$ cat src/rtl/instruction_loader_if.sv
// Byte-stream-in / memory-write-out bundle for the instruction loader.
// master drives start and received bytes; slave is the loader itself.
interface instruction_loader_if #(
  parameter int NBITS = 32
);
  logic             i_start;
  logic             i_rx_valid;
  logic [7:0]       i_rx_byte;
  logic             o_wr_en;
  logic [NBITS-1:0] o_wr_addr;
  logic [NBITS-1:0] o_wr_data;
  logic             o_busy;
  logic             o_done;
  logic             o_full;
  logic [NBITS-1:0] o_word_count;

  modport master (
    output i_start, i_rx_valid, i_rx_byte,
    input  o_wr_en, o_wr_addr, o_wr_data,
    input  o_busy, o_done, o_full, o_word_count
  );

  modport slave (
    input  i_start, i_rx_valid, i_rx_byte,
    output o_wr_en, o_wr_addr, o_wr_data,
    output o_busy, o_done, o_full, o_word_count
  );
endinterface

$ cat src/rtl/instruction_loader.sv
// Assembles big-endian words from a byte stream and writes them to
// instruction memory at 0, 4, 8, ... until a halt word or memory full.
module instruction_loader #(
  parameter int               NBITS     = 32,
  parameter int               CELDAS    = 60,
  parameter logic [NBITS-1:0] HALT_WORD = 32'hFFFF_FFFF
) (
  input logic           i_clk,
  input logic           i_reset,
  instruction_loader_if.slave bus
);

  localparam logic [1:0] IDLE    = 2'd0;
  localparam logic [1:0] RECEIVE = 2'd1;
  localparam logic [1:0] WRITE   = 2'd2;
  localparam logic [1:0] DONE    = 2'd3;

  localparam logic [NBITS-1:0] STEP  = NBITS'(4);
  localparam logic [NBITS-1:0] LIMIT = NBITS'(CELDAS - 4);

  logic [1:0]       r_state;
  logic [1:0]       r_byte_cnt;
  logic [NBITS-1:0] r_addr;
  logic [31:0]      r_word;
  logic             r_wr_en;
  logic [NBITS-1:0] r_wr_addr;
  logic [NBITS-1:0] r_wr_data;
  logic             r_busy;
  logic             r_done;
  logic             r_full;
  logic [NBITS-1:0] r_word_count;

  logic [1:0]  w_next;
  logic [31:0] w_shift;
  logic        w_halt;
  logic        w_room;

  assign w_shift = {r_word[23:0], bus.i_rx_byte};
  assign w_halt  = (r_wr_data == HALT_WORD);
  // Room for another word only if the next address still fits a full word.
  assign w_room  = !((r_addr + STEP) > LIMIT);

  always_comb begin
    w_next = r_state;
    unique case (r_state)
      IDLE, DONE: if (bus.i_start) w_next = RECEIVE;
      RECEIVE:
        if (bus.i_rx_valid && r_byte_cnt == 2'd3)
          w_next = WRITE;
      WRITE:
        w_next = (w_halt || !w_room) ? DONE : RECEIVE;
      default: w_next = IDLE;
    endcase
  end

  always_ff @(posedge i_clk) begin
    if (i_reset) begin
      r_state      <= IDLE;
      r_byte_cnt   <= 2'd0;
      r_addr       <= '0;
      r_word       <= '0;
      r_wr_en      <= 1'b0;
      r_wr_addr    <= '0;
      r_wr_data    <= '0;
      r_busy       <= 1'b0;
      r_done       <= 1'b0;
      r_full       <= 1'b0;
      r_word_count <= '0;
    end else begin
      r_state <= w_next;
      r_busy  <= (w_next == RECEIVE) || (w_next == WRITE);
      r_done  <= (w_next == DONE);
      r_wr_en <= 1'b0;
      unique case (r_state)
        IDLE, DONE: begin
          if (bus.i_start) begin
            r_addr       <= '0;
            r_byte_cnt   <= 2'd0;
            r_word_count <= '0;
            r_full       <= 1'b0;
          end
        end
        RECEIVE: begin
          if (bus.i_rx_valid) begin
            r_word     <= w_shift;
            r_byte_cnt <= r_byte_cnt + 2'd1;
            if (r_byte_cnt == 2'd3) begin
              r_wr_en   <= 1'b1;
              r_wr_addr <= r_addr;
              r_wr_data <= w_shift;
            end
          end
        end
        WRITE: begin
          r_word_count <= r_word_count + NBITS'(1);
          if (w_halt) begin
            r_full <= 1'b0;
          end else if (!w_room) begin
            r_full <= 1'b1;
          end else begin
            r_addr <= r_addr + STEP;
            // A byte arriving during the write opens the next word.
            if (bus.i_rx_valid) begin
              r_word     <= w_shift;
              r_byte_cnt <= 2'd1;
            end
          end
        end
        default: ;
      endcase
    end
  end

  assign bus.o_wr_en      = r_wr_en;
  assign bus.o_wr_addr    = r_wr_addr;
  assign bus.o_wr_data    = r_wr_data;
  assign bus.o_busy       = r_busy;
  assign bus.o_done       = r_done;
  assign bus.o_full       = r_full;
  assign bus.o_word_count = r_word_count;

endmodule

$ cat src/flat_wrapper.sv
// flat-port wrapper written by rule: the top's interface ports become plain ports
module instruction_loader_flat 
#(
  parameter int               NBITS     = 32,
  parameter int               CELDAS    = 60,
  parameter logic [NBITS-1:0] HALT_WORD = 32'hFFFF_FFFF
)
  (i_clk, i_reset, bus_i_start, bus_i_rx_valid, bus_i_rx_byte, bus_o_wr_en, bus_o_wr_addr, bus_o_wr_data, bus_o_busy, bus_o_done, bus_o_full, bus_o_word_count);
  instruction_loader_if #(.NBITS(NBITS)) bus_i ();
  input logic i_clk;
  input logic i_reset;
  input wire logic [$bits(bus_i.i_start)-1:0] bus_i_start;
  input wire logic [$bits(bus_i.i_rx_valid)-1:0] bus_i_rx_valid;
  input wire logic [$bits(bus_i.i_rx_byte)-1:0] bus_i_rx_byte;
  output wire logic [$bits(bus_i.o_wr_en)-1:0] bus_o_wr_en;
  output wire logic [$bits(bus_i.o_wr_addr)-1:0] bus_o_wr_addr;
  output wire logic [$bits(bus_i.o_wr_data)-1:0] bus_o_wr_data;
  output wire logic [$bits(bus_i.o_busy)-1:0] bus_o_busy;
  output wire logic [$bits(bus_i.o_done)-1:0] bus_o_done;
  output wire logic [$bits(bus_i.o_full)-1:0] bus_o_full;
  output wire logic [$bits(bus_i.o_word_count)-1:0] bus_o_word_count;
  assign bus_i.i_start = bus_i_start;
  assign bus_i.i_rx_valid = bus_i_rx_valid;
  assign bus_i.i_rx_byte = bus_i_rx_byte;
  assign bus_o_wr_en = bus_i.o_wr_en;
  assign bus_o_wr_addr = bus_i.o_wr_addr;
  assign bus_o_wr_data = bus_i.o_wr_data;
  assign bus_o_busy = bus_i.o_busy;
  assign bus_o_done = bus_i.o_done;
  assign bus_o_full = bus_i.o_full;
  assign bus_o_word_count = bus_i.o_word_count;
  instruction_loader #(.NBITS(NBITS), .CELDAS(CELDAS), .HALT_WORD(HALT_WORD)) u_core (.i_clk(i_clk), .i_reset(i_reset), .bus(bus_i));
endmodule
$ cat config.mk
export PLATFORM = sky130hd
export DESIGN_NAME = instruction_loader_flat
export DESIGN_NICKNAME = d
export VERILOG_FILES = /design/src/rtl/instruction_loader_if.sv /design/src/rtl/instruction_loader.sv /design/src/flat_wrapper.sv
export SDC_FILE = /design/constraint.sdc
export NUM_CORES = 1
export LEC_CHECK = 0
export ABC_AREA = 1
export BUFFER_PORTS_ARGS = -buffer_cell sky130_fd_sc_hd__buf_2
export CAP_MARGIN = 20
export CORE_MARGIN = 1
export CORE_UTILIZATION = 38
export DETAILED_ROUTE_END_ITERATION = 8
export PLACE_DENSITY = 0.58
export SLEW_MARGIN = 10
export SYNTH_ARGS = -nofsm -noshare
export SYNTH_HDL_FRONTEND = slang
export SYNTH_SLANG_ARGS = --single-unit
$ cat constraint.sdc
create_clock -name i_clk -period 3.05 [get_ports i_clk]
set_input_delay 0.305 -clock i_clk [delete_from_list [all_inputs] [get_ports i_clk]]
set_output_delay 0.305 -clock i_clk [all_outputs]
set_load 0.03 [all_outputs]
Yosys cells after proc, flatten, opt, wreduce, memory -nomap -nowiden
Cells that the tools add are included.
Cells by class
  $add $sub $neg: 3
  $lt $le $gt $ge: 1
  equal/unequal tests: 14
  mux-type cells: 24
  bitwise logic cells: 2
  reduce and logical (&&, ||, !) cells: 14
Operators with widths (count)
  2-to-1 mux 32 bit: 6
  one-hot mux 32 bit (2 select lines): 3
  adder 32 x 1 -> 32 bit (second input constant): 1
  adder 32 x 3 -> 32 bit (second input constant): 1
  equality test 32 bit (second input constant): 1
  greater-than comparator 32 x 6 -> 1 bit (second input constant): 1
  2-to-1 mux 2 bit: 8
  one-hot mux 2 bit (3 select lines): 2
  equality test 2 bit (second input constant): 5
  != test 2 bit (second input constant): 5
  AND reduction 3 bit: 3
  AND reduction 5 bit: 1
  equality test 2 x 1 -> 1 bit (second input constant): 2
  2-to-1 mux 1 bit: 4
  AND reduction 4 bit: 1
  nonzero test 2 bit: 2
  != test 3 x 1 -> 1 bit (second input constant): 1
  OR reduction 3 bit: 1
  adder 2 x 1 -> 2 bit (second input constant): 1
  logical NOT 2 bit: 1
  logical OR 1 bit: 2
  inverter 1 bit: 2
  one-hot mux 1 bit (2 select lines): 1
  AND reduction 2 bit: 1
  other kinds (2): 2
Storage, ports and cells
  register bits: 168
  bits of input ports: 12
  output and inout bits: 100

Depth between registers and ports, before layout
Gate-level depths: netlist (run 1).
  depth after elaboration: 7
  gate-level depth with buffers: 20

Worst setup path before layout (run 1)
OpenSTA, ideal clock, no wires.
  path type: reg2reg
  from: register u_core.r_addr[2]
  to: register u_core.r_busy (netlist: u_core.bus.o_busy)
  library setup time: 0.128 ns
  arrival: 2.252 ns
  slack: 0.670 ns
  stages on the path, launching flop included: 18
  path buffers: 0
  cell sequence: dfxtp_1 -> ha_1 -> nand2_1 -> nor2_4 -> nand3_2 -> nor2_4 -> nand2_1 -> xor2_1 -> nand2_1 -> nor2_1 -> nand3_1 -> nand2_1 -> nand2_1 -> nand2_1 -> nand2_1 -> ha_1 -> inv_1 -> nor2_1
Between the ends
  longest elaborated chain between the ends: 7
Ends and longest elaborated chain
  start: declaration: RTL line instruction_loader.sv:23  | logic [NBITS-1:0] r_addr;
  start signal: assignment: RTL line instruction_loader.sv:101  | r_addr <= r_addr + STEP;
  adder 32 x 3 -> 32 bit *: RTL line instruction_loader.sv:41  | assign w_room = !((r_addr + STEP) > LIMIT);
  greater-than comparator 32 x 6 -> 1 bit *: RTL line instruction_loader.sv:41
  logical OR 1 bit *: RTL line instruction_loader.sv:51  | w_next = (w_halt || !w_room) ? DONE : RECEIVE;
  2-to-1 mux 2 bit *: RTL line instruction_loader.sv:51
  one-hot mux 2 bit (3 select lines) *: RTL line instruction_loader.sv:45  | unique case (r_state)
  equality test 2 x 1 -> 1 bit / equality test 2 bit (equally long branches): RTL line instruction_loader.sv:71  | r_busy <= (w_next == RECEIVE) || (w_next == WRITE);
  logical OR 1 bit *: RTL line instruction_loader.sv:71
  end signal: assignment: RTL line instruction_loader.sv:71
  end: declaration: RTL line instruction_loader.sv:28  | logic r_busy;
Mark *: on every way between the ends. The rest lies on a longest branch, timed or not.
A chain may end at the register's enable or synchronous reset.

Worst setup path in the final report (run 1)
Ends and elaborated chain as after synthesis.

==> summary.md, run 1 <==
| Metric | Value |
|---|---|
| Clock buffers created by TritonCTS | 17 |
| Clock root buffer | sky130_fd_sc_hd__clkbuf_16 |
| Number of inserted filler cells in the final layout | 1980 |
| VDD IR-drop max | 396 uV |
| Initial core utilization | 39.2% |
| Total number of nets in the final design | 1170 |
| Power Dens Cells | 508 mW/mm2 |
| Number of buffers inserted to repair setup after CTS | 0 |
| Yosys reg bits | 156 |
| Grt ovf | 0 |
| Setup repair after global routing missed its margin | no |
| Antenna violations before repair | 0 |
| Drt first-iter violations | 430 |
| Total buffers and inverters traversed by the critical path | 1 |
| I/O pin count | 112 |
| Warnings from Yosys | 0 |
| DP Wirelength | 13.3 mm |
| Mapped Area | 0.00743 mm2 |
| Maximum clock skew at final layout | 9.71 ps |
| Crit path cell chain | ha_2 -> nand2_1 -> nor2_4 -> nand3_2 -> nor2_4 -> nand2_1 -> xor2_1 -> nand2_1 -> nor2_1 -> nand3_1 -> nand2_1 -> nand2_1 -> nand2_1 -> nand2_1 -> ha_1 -> inv_1 -> nor2_1 |
| Crit Path Category | reg -> reg |
| Share of synthesized flip-flops with an asynchronous set or reset | 0% |
| Post-synthesis sequential area ratio | 42.0% |
| Ratio of cells with drive above 1 in the final layout | 17.4% |
| Pin count of the biggest net entering global routing | 87 |
| Residual DRC | 0 |
| Via Count | 6931 |
| Clock edge transition at the registers on the reported setup and hold paths | 70 ps |
| Number of cell rows | 50 |
| Number of clock sinks | 156 |
| Cell type of the slowest stage on the worst timing path | sky130_fd_sc_hd__dfxtp_1 |
| Die Area | 0.0201 mm2 |
| Required time reported for the critical path endpoint | 3330 ps |
| Combined area of the multi-input logic cells | 0.00364 mm2 |
| Startpoint class of the critical path | flip-flop |
| TritonCTS clock tree | yes |
| DIE WIDTH | 142 um |
| Hold Path Class | in -> reg |
| Crit end category | flip-flop |
| Number of global-route vias before repair | 6478 |
| Data arrival time of the critical path | 3030 ps |
| Number of buffers added on ports | 109 |
| Crit path max-delay family | simple AND/OR/NAND/NOR gates |
| Final slew viol count | 0 |
| Global-route wire length before repair | 31.8 mm |
| Most common flop cell mapped by yosys | sky130_fd_sc_hd__dfxtp_1 |
| Vertical die dimension | 142 um |
| Fraction of synthesized cell area taken by the top area cell type | 42.0% |
| Number of enable flip-flop cells after synthesis | 0 |
| Count of unique library cells instantiated by Yosys | 40 |
| Detail-routed via count per cell | 4.87 |
| Setup tns final | 0 ps |
| Post-detailed-route count of antenna-violating nets | 0 |
| Total of endpoints with negative setup slack in the final report | 0 |
| Largest driver fanout on the critical path | 8 |
| Overall power of the completed layout | 4.43 mW |
| Cell mode on critical path | sky130_fd_sc_hd__nand2_1 |
| Most frequent cell after synthesis | sky130_fd_sc_hd__nand2_1 |
| Hold Violations, Final | 0 |
| Highest clock rate | 0.364 GHz |
| Fin crit share | 90.0% |
| Number of antenna repair diodes | 0 |
| Pre-Repair DR Iteration Count | 4 |
| Wire length per cell after detailed routing | 13.4 um |
| Outcome | completed |
| RePlAce Congestion | 0.863 |
| Number of cells produced by synthesis | 1062 |
| Hold_buf cts | 0 |
| Max-cap violation count | 0 |
| FF/Latch Area | 0.00312 mm2 |
| Maximum count of clock buffers along a single path | 2 |
| Floorplan core area | 0.0190 mm2 |
| Mean Syn Cell Area | 7.00 um2 |
| Tightest slew margin relative to the limit | 31.2% |
| Final routed wirelength across all metal layers | 19.0 mm |
| Transition at the pin with the smallest max-transition slack | 1030 ps |
| Area Overhead vs Synth | 17.5% |
| Final critical path time including I/O delays and setup | 2750 ps |
| Library cell occupying the most area in the post-synthesis netlist | sky130_fd_sc_hd__dfxtp_1 |
| Total global routing track utilization | 19.6% |
| LEAKAGE | 3.42 nW |
| CTS HTree Levels | 4 |
| Most area-consuming cells after synthesis | sky130_fd_sc_hd__dfxtp_1 (42%), sky130_fd_sc_hd__nand2_1 (12%), sky130_fd_sc_hd__nand3_1 (8.6%) |
| Clock insertion delay at the later pin of the skew report | 430 ps |
| Crit path largest cell delay | 460 ps |
| Most frequent cells after synthesis | sky130_fd_sc_hd__nand2_1 (247), sky130_fd_sc_hd__dfxtp_1 (156), sky130_fd_sc_hd__nand3_1 (127) |
[stage by stage]
stage / instances / util [%] / setup WS (ps) / hold WS, ps / cell area, um2
5_1_grt: 1423 / 46.1 / 19.2 / 160 / 8730
3_5_place_dp: 1391 / 43.0 / 261 / 451 / 8160
6_report: 1423 / 46.1 / 305 / 155 / 8730
2_1_floorplan: 1063 / - / 670 / 452 / 7430
4_1_cts: 1423 / 46.0 / 233 / 142 / 8730
3_3_place_gp: 1391 / 43.0 / 367 / 446 / 8160
[per-layer routing]
| metal | GRT usage [%] | wire [um] | up-vias |
|---|---|---|---|
| li1 | - | - | 3649 |
| met5 | 0 | 0 | - |
| met3 | 3.44 | 641 | 17 |
| met4 | 6.45 | 235 | 0 |
| met2 | 30.5 | 8430 | 115 |
| met1 | 27.3 | 9690 | 3150 |
[layout make-up]
| type | count | area share (%) |
|---|---|---|
| Clock buffer | 20 | 5.23 |
| Clock inverter | 12 | 1.28 |
| Inverter | 111 | 4.83 |
| Multi-Input combinational cell | 743 | 41.7 |
| Sequential cell | 156 | 35.8 |
| Tap cell | 260 | 3.73 |
| Timing Repair Buffer | 121 | 7.45 |
[worst min-delay path: stages]
cell and delay [ps]:
sky130_fd_sc_hd__buf_2 110, sky130_fd_sc_hd__nand3_1 70, sky130_fd_sc_hd__a21oi_1 60
[sequential cells by signal, summed over array words and instances, names as in the netlist]
register,count
u_core.bus.o_wr_data,32
u_core.r_state,2
u_core.bus.o_wr_en,1
u_core.r_word,24
u_core.r_addr,30
u_core.bus.o_busy,1
u_core.bus.o_full,1
u_core.r_byte_cnt,2
u_core.bus.o_word_count,32
u_core.bus.o_done,1
u_core.bus.o_wr_addr,30
[kinds of logic after synthesis]
logic type                 count (synthesis)  share of synthesized area (%)
and+or+nand+nor                          573                           35.9
buffers and inverters                    164                           9.14
DFF                                      156                           42.0
AOI/OAI and AO/OA                        151                           10.5
xor gates and xnor gates                   9                           1.06
adders and majority gates                  8                           1.35
other                                      1                         0.0505
[placed cells by master, fill, tap and decap left out, drive strengths merged, types with 3 or more instances in the layout]
master and instances:
clkinvlp 3, nor2 110, clkbuf 20, nand3 130
buf 121, xor2 7, dfxtp 156, ha 8
nor4 7, nand4 26, nor3 42, a21oi 120
inv 115, o21ai 22, clkinv 4, nand2 251
[power breakdown]
group	switching, mW	leakage, nW	internal [mW]
Clock	0.881	0.274	1.17
Sequential	0.0310	1.26	2.07
Combinational	0.196	1.88	0.0804
[worst paths after layout]
| kind | slack (ps) | cells past startpoint | to | from |
|---|---|---|---|---|
| max | 300 | 17 | u_core.bus.o_busy | u_core.r_addr[2] |
| min | 160 | 3 | u_core.bus.o_wr_data[6] | bus_i_rx_byte[6] |
| max reg2reg | 300 | 17 | u_core.bus.o_busy | u_core.r_addr[2] |
| min reg2reg | 460 | 2 | u_core.bus.o_wr_addr[21] | u_core.bus.o_wr_addr[21] |
[timing repair]
item / 4_1_cts / 5_1_grt
resized for setup: 0 / 2
endpoints found under the setup margin: 0 / 25
hold endpoints to repair: 0 / 0
No activity file was read; power rests on OpenSTA's default activity.
==> run 2: changes to the inputs <==
--- a/config.mk
+++ b/config.mk
@@ -9,9 +9,9 @@
 export BUFFER_PORTS_ARGS = -buffer_cell sky130_fd_sc_hd__buf_2
 export CAP_MARGIN = 20
 export CORE_MARGIN = 1
-export CORE_UTILIZATION = 38
+export CORE_UTILIZATION = 55
 export DETAILED_ROUTE_END_ITERATION = 8
-export PLACE_DENSITY = 0.58
+export PLACE_DENSITY = 0.78
 export SLEW_MARGIN = 10
 export SYNTH_ARGS = -nofsm -noshare
 export SYNTH_HDL_FRONTEND = slang
==> run 2 against run 1 <==
- sequential share of layout area is 0.25 points higher
- hold slack better by 7.1 ps
- critical path type unchanged
- maximum frequency fell by 0.87%
- global-route usage increased by 6.6 points
- critical path depth is 3 lower
- sequential cell count unchanged
- largest power group is now clock
- non-clock buffer count unchanged
==> summary.md, run 2 (synthesis results as in run 1) <==
| Metric | Value |
|---|---|
| LEAKAGE | 3.43 nW (+0.36%) |
| Launch instance of the worst register-to-register path | u_core.r_addr[2] |
| Clock insertion delay at the later pin of the skew report | 430 ps (about the same) |
| Number of buffers added on ports | 109 (unchanged) |
| Hold Violations, Final | 0 (unchanged) |
| Flop pwr share | 46.5% (-1.0 points) |
| Setup repair after global routing missed its margin | no |
| Clock edge transition at the registers on the reported setup and hold paths | 60 ps (about the same) |
| Number of antenna repair diodes | 0 (unchanged) |
| Switching share of power | 23.9% (-1.1 points) |
| I/O pin count | 112 (unchanged) |
| Residual DRC | 0 (unchanged) |
| Number of clock sinks | 156 (unchanged) |
| Hold Path Class | in -> reg |
| Outcome | completed |
| Tightest slew margin relative to the limit | 54.8% (+24 points) |
| Internal Pwr Total | 3.44 mW (+3.5%) |
| Final routed wirelength across all metal layers | 17.8 mm (-6.4%) |
| Power Dens Cells | 521 mW/mm2 (+2.7%) |
| Startpoint of the worst hold path | bus_i_rx_byte[2] |
| TritonCTS clock tree | yes |
| Total number of nets in the final design | 1170 (unchanged) |
| Largest driver fanout on the critical path | 24 (+16) |
| Final slew viol count | 0 (unchanged) |
| Cell type of the slowest stage on the worst timing path | sky130_fd_sc_hd__dfxtp_1 |
| Clock root buffer | sky130_fd_sc_hd__clkbuf_16 |
| Non-filler cells in the finished layout | 1339 (-5.9%) |
| Share of power burned in combinational logic | 6.1% (about the same) |
| Total global routing track utilization | 26.2% (+6.6 points) |
| Crit path largest cell delay | 440 ps (-20 ps) |
| Crit path cell chain | ha_1 -> nand2_1 -> nor2_4 -> nand3_2 -> nor2_4 -> nand2_1 -> xor2_1 -> nand2_1 -> nor2_1 -> nand3_1 -> nand2_1 -> nand3_2 -> inv_4 -> nor3_1 |
| Most frequent standard cell in the layout excluding fill and tap cells | sky130_fd_sc_hd__nand2_1 |
| DIE WIDTH | 118 um (-17%) |
| Path length in cells of the critical path | 14 (-3) |
| Crit path max-delay family | simple AND/OR/NAND/NOR gates |
| Crit end category | flip-flop |
| Combined area of the multi-input logic cells | 0.00364 mm2 (about the same) |
| Switching power summed over all nets | 1.08 mW (-2.5%) |
| Clock power share | 47.4% (+1.1 points) |
| Data arrival time of the critical path | 3060 ps (+30 ps) |
| Total of endpoints with negative setup slack in the final report | 0 (unchanged) |
| Detail-routed via count per cell | 5.35 (+9.8%) |
| Number of global-route vias before repair | 6408 (-1.1%) |
| Required time reported for the critical path endpoint | 3340 ps (about the same) |
| Number of cells on the worst hold path | 3 (unchanged) |
| Number of inserted filler cells in the final layout | 1221 (-38%) |
| Total buffers and inverters traversed by the critical path | 1 (unchanged) |
| Cell mode on critical path | sky130_fd_sc_hd__nand2_1 |
| Maximum count of clock buffers along a single path | 2 (unchanged) |
| FF-to-FF path depth | 14 (-3) |
| VDD IR-drop max | 319 uV (-20%) |
| Number of placed instances with taps included | 1306 (-6.1%) |
| Pre-Repair DR Iteration Count | 5 (+1) |
| Die Area | 0.0140 mm2 (-31%) |
| FF/Latch Area | 0.00312 mm2 (unchanged) |
| Transition at the pin with the smallest max-transition slack | 671 ps (-360 ps) |
| Post-detailed-route count of antenna-violating nets | 0 (unchanged) |
| Startpoint class of the critical path | flip-flop |
| Global-route wire length before repair | 30.0 mm (-5.8%) |
| Setup tns final | 0 ps (unchanged) |
| FF-to-FF End | u_core.r_addr[6] |
| DP Wirelength | 11.9 mm (-10%) |
| Fin crit share | 90.8% (+0.79 points) |
| Final critical path time including I/O delays and setup | 2770 ps (+24.1 ps) |
| Max-cap violation count | 0 (unchanged) |
| Number of cell rows | 42 (-16%) |
| Maximum clock skew at final layout | 10.0 ps (+0.329 ps) |
| Antenna violations before repair | 0 (unchanged) |
| Grt ovf | 0 (unchanged) |
| Drt first-iter violations | 585 (+36%) |
| Area after DPL | 0.00805 mm2 (-1.4%) |
| Reg-to-reg slack, setup | 280 ps (-20 ps) |
| Highest clock rate | 0.361 GHz (-0.87%) |
| Wire length per cell after detailed routing | 13.3 um (-0.57%) |
| CTS HTree Levels | 4 (unchanged) |
| Worst-case setup margin in the final layout | 281 ps (-24.1 ps) |
| Final design instance area without fill | 0.00867 mm2 (-0.70%) |
| Number of buffers inserted to repair setup after CTS | 0 (unchanged) |
| Floorplan core area | 0.0132 mm2 (-30%) |
| Commonest non-fill, non-tap cells in the layout | sky130_fd_sc_hd__nand2_1 (246), sky130_fd_sc_hd__dfxtp_1 (156), sky130_fd_sc_hd__nand3_1 (127) |
| Crit Path Category | reg -> reg |
| Via Count | 7163 (+3.3%) |
| Hold Path Sink | u_core.bus.o_wr_data[2] |
| Initial core utilization | 56.3% (+17 points) |
| Post-Place Setup Slack | 292 ps (+31.3 ps) |
| Ratio of cells with drive above 1 in the final layout | 17.2% (-0.17 points) |
| Pin count of the biggest net entering global routing | 100 (+15%) |
| Vertical die dimension | 118 um (-17%) |
| Clock buffers created by TritonCTS | 17 (unchanged) |
| Area Overhead vs Synth | 16.7% |
| RePlAce Congestion | 0.873 (+1.2%) |
## run 2: changes by cell type in the layout (fill, tap and decap cells not counted), sizes merged
cell,before,now
inv,115,111
clkinvlp,3,4
clkinv,4,7
bufinv,1,3
clkbuf,20,18
## run 2: repair_timing
action                                  4_1_cts  5_1_grt
endpoints found under the setup margin        0        1
endpoints found under the hold margin         0        0
hold buffers                                  0        0
resized for setup                             0        1
## run 2: metal layers
| metal | vias up | global-route usage, % | part of all wire (%) |
|---|---|---|---|
| met5 | - | 0 | 0 |
| met4 | 0 | 9.70 | 1.2 |
| met3 | 22 | 5.07 | 5.6 |
| met2 | 211 | 41.1 | 45 |
| met1 | 3274 | 35.8 | 48 |
| li1 | 3656 | - | - |
## run 2: worst max path at each step
stage / end / from / slack, ps
final: u_core.r_addr[6] / u_core.r_addr[2] / 280
after global routing: u_core.r_addr[6] / u_core.r_addr[2] / 20
after CTS: u_core.r_addr[6] / u_core.r_addr[2] / 270
after detailed placement: u_core.r_addr[6] / u_core.r_addr[2] / 290
after global placement: u_core.bus.o_busy / u_core.r_addr[2] / 410
after floorplan: u_core.bus.o_busy / u_core.r_addr[2] / 670
## run 2: metrics by stage
stage	power [mW]	util [%]	hold WS, ps
2_1_floorplan	2.36	-	452
3_3_place_gp	2.41	61.0	446
6_report	4.52	65.7	162
5_1_grt	4.68	65.7	154
3_5_place_dp	2.42	61.0	452
4_1_cts	4.53	65.5	149
## run 2: cell type report
class / count / area share, %
multi-input combinational: 743 / 42.0
sequential: 156 / 36.0
timing repair buffer: 121 / 7.65
inverter: 111 / 4.83
clock buffer: 18 / 4.95
clock inverter: 14 / 1.96
tap: 176 / 2.54
## run 2: worst register-to-register path, cell delays in order (launching register included)
cell and delay [ps]:
sky130_fd_sc_hd__dfxtp_1 440, sky130_fd_sc_hd__ha_1 280, sky130_fd_sc_hd__nand2_1 140, sky130_fd_sc_hd__nor2_4 160, sky130_fd_sc_hd__nand3_2 140, sky130_fd_sc_hd__nor2_4 200, sky130_fd_sc_hd__nand2_1 90, sky130_fd_sc_hd__xor2_1 140
sky130_fd_sc_hd__nand2_1 70, sky130_fd_sc_hd__nor2_1 130, sky130_fd_sc_hd__nand3_1 130, sky130_fd_sc_hd__nand2_1 120, sky130_fd_sc_hd__nand3_2 140, sky130_fd_sc_hd__inv_4 340, sky130_fd_sc_hd__nor3_1 110
## run 2: power by group through the flow
stage	clock, mW	combinational, mW	sequential, mW
final	2.14	0.277	2.10
after global routing	2.26	0.314	2.11
after CTS	2.16	0.272	2.10
after detailed placement	0	0.272	2.15
after global placement	0	0.267	2.15
after floorplan	0	0.219	2.14
==> run 3: changes to the inputs <==
--- a/config.mk
+++ b/config.mk
@@ -6,12 +6,12 @@
 export NUM_CORES = 1
 export LEC_CHECK = 0
 export ABC_AREA = 1
-export BUFFER_PORTS_ARGS = -buffer_cell sky130_fd_sc_hd__buf_2
 export CAP_MARGIN = 20
 export CORE_MARGIN = 1
 export CORE_UTILIZATION = 55
 export DETAILED_ROUTE_END_ITERATION = 8
-export PLACE_DENSITY = 0.78
+export DONT_BUFFER_PORTS = 1
+export PLACE_DENSITY = 0.71
 export SLEW_MARGIN = 10
 export SYNTH_ARGS = -nofsm -noshare
 export SYNTH_HDL_FRONTEND = slang
==> run 3 against run 2 <==
- sequential cell count stayed put
- clock power is 3% lower
- register-to-register slack better by 20 ps
- largest cell class unchanged
==> summary.md, run 3 (synthesis results as in run 1) <==
| Metric | Value |
|---|---|
| Maximum count of clock buffers along a single path | 2 (unchanged) |
| Total of endpoints with negative setup slack in the final report | 0 (unchanged) |
| VDD IR-drop max | 365 uV (+14%) |
| Tightest slew margin relative to the limit | 54.5% (-0.31 points) |
| Via Count | 6707 (-6.4%) |
| Crit path largest cell delay | 470 ps (+30 ps) |
| Transition at the pin with the smallest max-transition slack | 676 ps (+4.62 ps) |
| Clock insertion delay at the later pin of the skew report | 430 ps (about the same) |
| Final slew viol count | 0 (unchanged) |
| Power Dens Cells | 546 mW/mm2 (+4.7%) |
| Hold Violations, Final | 0 (unchanged) |
| Internal Pwr Total | 3.39 mW (-1.3%) |
| Pre-Repair DR Iteration Count | 5 (unchanged) |
| Hold Path Class | in -> reg |
| Startpoint class of the critical path | flip-flop |
| Share of power burned in combinational logic | 5.7% (-0.4 points) |
| Number of placed instances with taps included | 1201 (-8.0%) |
| Fin crit share | 90.3% (-0.50 points) |
| Clock edge transition at the registers on the reported setup and hold paths | 60 ps (about the same) |
| Reg-to-reg slack, setup | 300 ps (+20 ps) |
| Clock power share | 46.8% (-0.6 points) |
| DIE WIDTH | 118 um (unchanged) |
| CTS HTree Levels | 4 (unchanged) |
| Antenna violations before repair | 0 (unchanged) |
| Initial core utilization | 56.3% (unchanged) |
| FF/Latch Area | 0.00312 mm2 (unchanged) |
| Number of inserted filler cells in the final layout | 1233 (+0.98%) |
| Detail-routed via count per cell | 5.44 (+1.6%) |
| Layout Utilization | 61.7% (-4.0 points) |
| Outcome | completed |
| Setup tns final | 0 ps (unchanged) |
| Crit path cell chain | ha_2 -> nand2_1 -> nor2_4 -> nand3_2 -> nor2_4 -> nand2_1 -> nand2_1 -> nand2_1 -> nor2_1 -> nand2_1 -> nor2_2 -> nand3_1 -> nand2_1 -> nand2_1 -> nand2_1 -> nand2_1 -> ha_1 -> inv_1 -> nor2_1 |
| Crit end category | flip-flop |
| Hold Path Sink | u_core.bus.o_wr_data[7] |
| Highest clock rate | 0.363 GHz (+0.56%) |
| Final critical path time including I/O delays and setup | 2750 ps (-15.4 ps) |
| LEAKAGE | 2.86 nW (-17%) |
| Combined area of the multi-input logic cells | 0.00365 mm2 (about the same) |
| FF-to-FF path depth | 19 (+5) |
| DP Wirelength | 11.6 mm (-3.0%) |
| Data arrival time of the critical path | 3060 ps (about the same) |
| Number of buffers added on ports | 0 (-100%) |
| Final routed wirelength across all metal layers | 17.3 mm (-2.4%) |
| Setup repair after global routing missed its margin | no |
| Die Area | 0.0140 mm2 (unchanged) |
| TritonCTS clock tree | yes |
| Max-cap violation count | 0 (unchanged) |
| Switching share of power | 23.7% (-0.23 points) |
| Number of cell rows | 42 (unchanged) |
| Number of global-route vias before repair | 6132 (-4.3%) |
| Number of antenna repair diodes | 0 (unchanged) |
| Area Overhead vs Synth | 9.60% |
| Number of cells on the worst hold path | 2 (-1) |
| Pin count of the biggest net entering global routing | 100 (unchanged) |
| Cell type of the slowest stage on the worst timing path | sky130_fd_sc_hd__dfxtp_1 |
| Non-filler cells in the finished layout | 1234 (-7.8%) |
| Overall power of the completed layout | 4.45 mW (-1.6%) |
| I/O pin count | 112 (unchanged) |
| Required time reported for the critical path endpoint | 3360 ps (+20 ps) |
| Wire length per cell after detailed routing | 14.1 um (+5.9%) |
| Vertical die dimension | 118 um (unchanged) |
| Total number of nets in the final design | 1065 (-9.0%) |
| FF-to-FF End | u_core.bus.o_busy |
| Clock root buffer | sky130_fd_sc_hd__clkbuf_16 |
| Cell mode on critical path | sky130_fd_sc_hd__nand2_1 |
| Launch instance of the worst register-to-register path | u_core.r_addr[2] |
| RePlAce Congestion | 0.882 (+1.0%) |
| Tightest hold margin | 33.2 ps (-129 ps) |
| Residual DRC | 0 (unchanged) |
| Startpoint of the worst hold path | bus_i_rx_byte[7] |
| Commonest non-fill, non-tap cells in the layout | sky130_fd_sc_hd__nand2_1 (246), sky130_fd_sc_hd__dfxtp_1 (156), sky130_fd_sc_hd__nand3_1 (127) |
| Number of buffers inserted to repair setup after CTS | 0 (unchanged) |
| Crit Path Category | reg -> reg |
| Maximum clock skew at final layout | 8.65 ps (-1.39 ps) |
| Post-detailed-route count of antenna-violating nets | 0 (unchanged) |
| Grt ovf | 0 (unchanged) |
| Total global routing track utilization | 25.7% (-0.55 points) |
| Drt first-iter violations | 533 (-8.9%) |
| Clock buffers created by TritonCTS | 17 (unchanged) |
| Largest driver fanout on the critical path | 8 (-67%) |
| Flop pwr share | 47.4% (+0.9 points) |
| Global-route wire length before repair | 29.2 mm (-2.6%) |
| Floorplan core area | 0.0132 mm2 (unchanged) |
| Most frequent standard cell in the layout excluding fill and tap cells | sky130_fd_sc_hd__nand2_1 |
| Switching power summed over all nets | 1.05 mW (-2.6%) |
| Ratio of cells with drive above 1 in the final layout | 8.98% (-8.2 points) |
| Number of clock sinks | 156 (unchanged) |
-- run 3: layout make-up --
cell class | instances | share of cell area, %
clock inverters | 10 | 1.41
clock buffers | 22 | 5.70
flip-flops and latches | 156 | 38.3
well taps | 176 | 2.70
repair buffers | 16 | 1.87
inverters | 111 | 5.18
multi-input cells | 743 | 44.8
-- run 3: how the worst max path moves through the flow --
stage,endpoint,startpoint,slack (ps)
floorplan,u_core.bus.o_busy,u_core.r_addr[2],670
global placement,u_core.r_addr[7],u_core.r_addr[2],410
detailed placement,u_core.r_addr[31],u_core.r_addr[2],280
CTS,u_core.r_addr[7],u_core.r_addr[2],250
global route,u_core.bus.o_busy,u_core.r_addr[2],10
finish,u_core.bus.o_busy,u_core.r_addr[2],300
-- run 3: worst max-delay path: cells and delay by family (launching register included) --
| family | cells | cell delay [ps] |
|---|---|---|
| flops | 1 | 470 |
| simple gates | 16 | 1560 |
| buf+inv | 1 | 50 |
| fa+ha+maj | 2 | 550 |
-- run 3: timing repair --
| item | 4_1_cts | 5_1_grt |
|---|---|---|
| hold buffers | 1 | 0 |
| endpoints found under the hold margin | 99 | 0 |
| setup endpoints to repair | 0 | 27 |
| resized for setup | 0 | 3 |
-- run 3: power groups by stage --
| stage | Clock [mW] | Sequential [mW] | Combinational [mW] |
|---|---|---|---|
| floorplan | 0 | 2.14 | 0.219 |
| global placement | 0 | 2.15 | 0.227 |
| detailed placement | 0 | 2.15 | 0.229 |
| CTS | 2.11 | 2.11 | 0.256 |
| global route | 2.20 | 2.11 | 0.294 |
| finish | 2.08 | 2.11 | 0.256 |
-- run 3: metrics by stage --
stage | setup slack, ps | area, um2
after floorplan | 670 | 7430
after global placement | 410 | 7530
after detailed placement | 275 | 7530
after CTS | 250 | 8130
after global routing | 12.4 | 8140
final | 296 | 8140
-- run 3: layer usage --
layer | GRT usage [%] | up-vias | share of wire (%)
met5 | 0 | - | 0
met4 | 9.62 | 0 | 1.5
met3 | 7.48 | 22 | 6.2
met2 | 40.6 | 179 | 46
met1 | 33.1 | 3064 | 47
li1 | - | 3442 | -
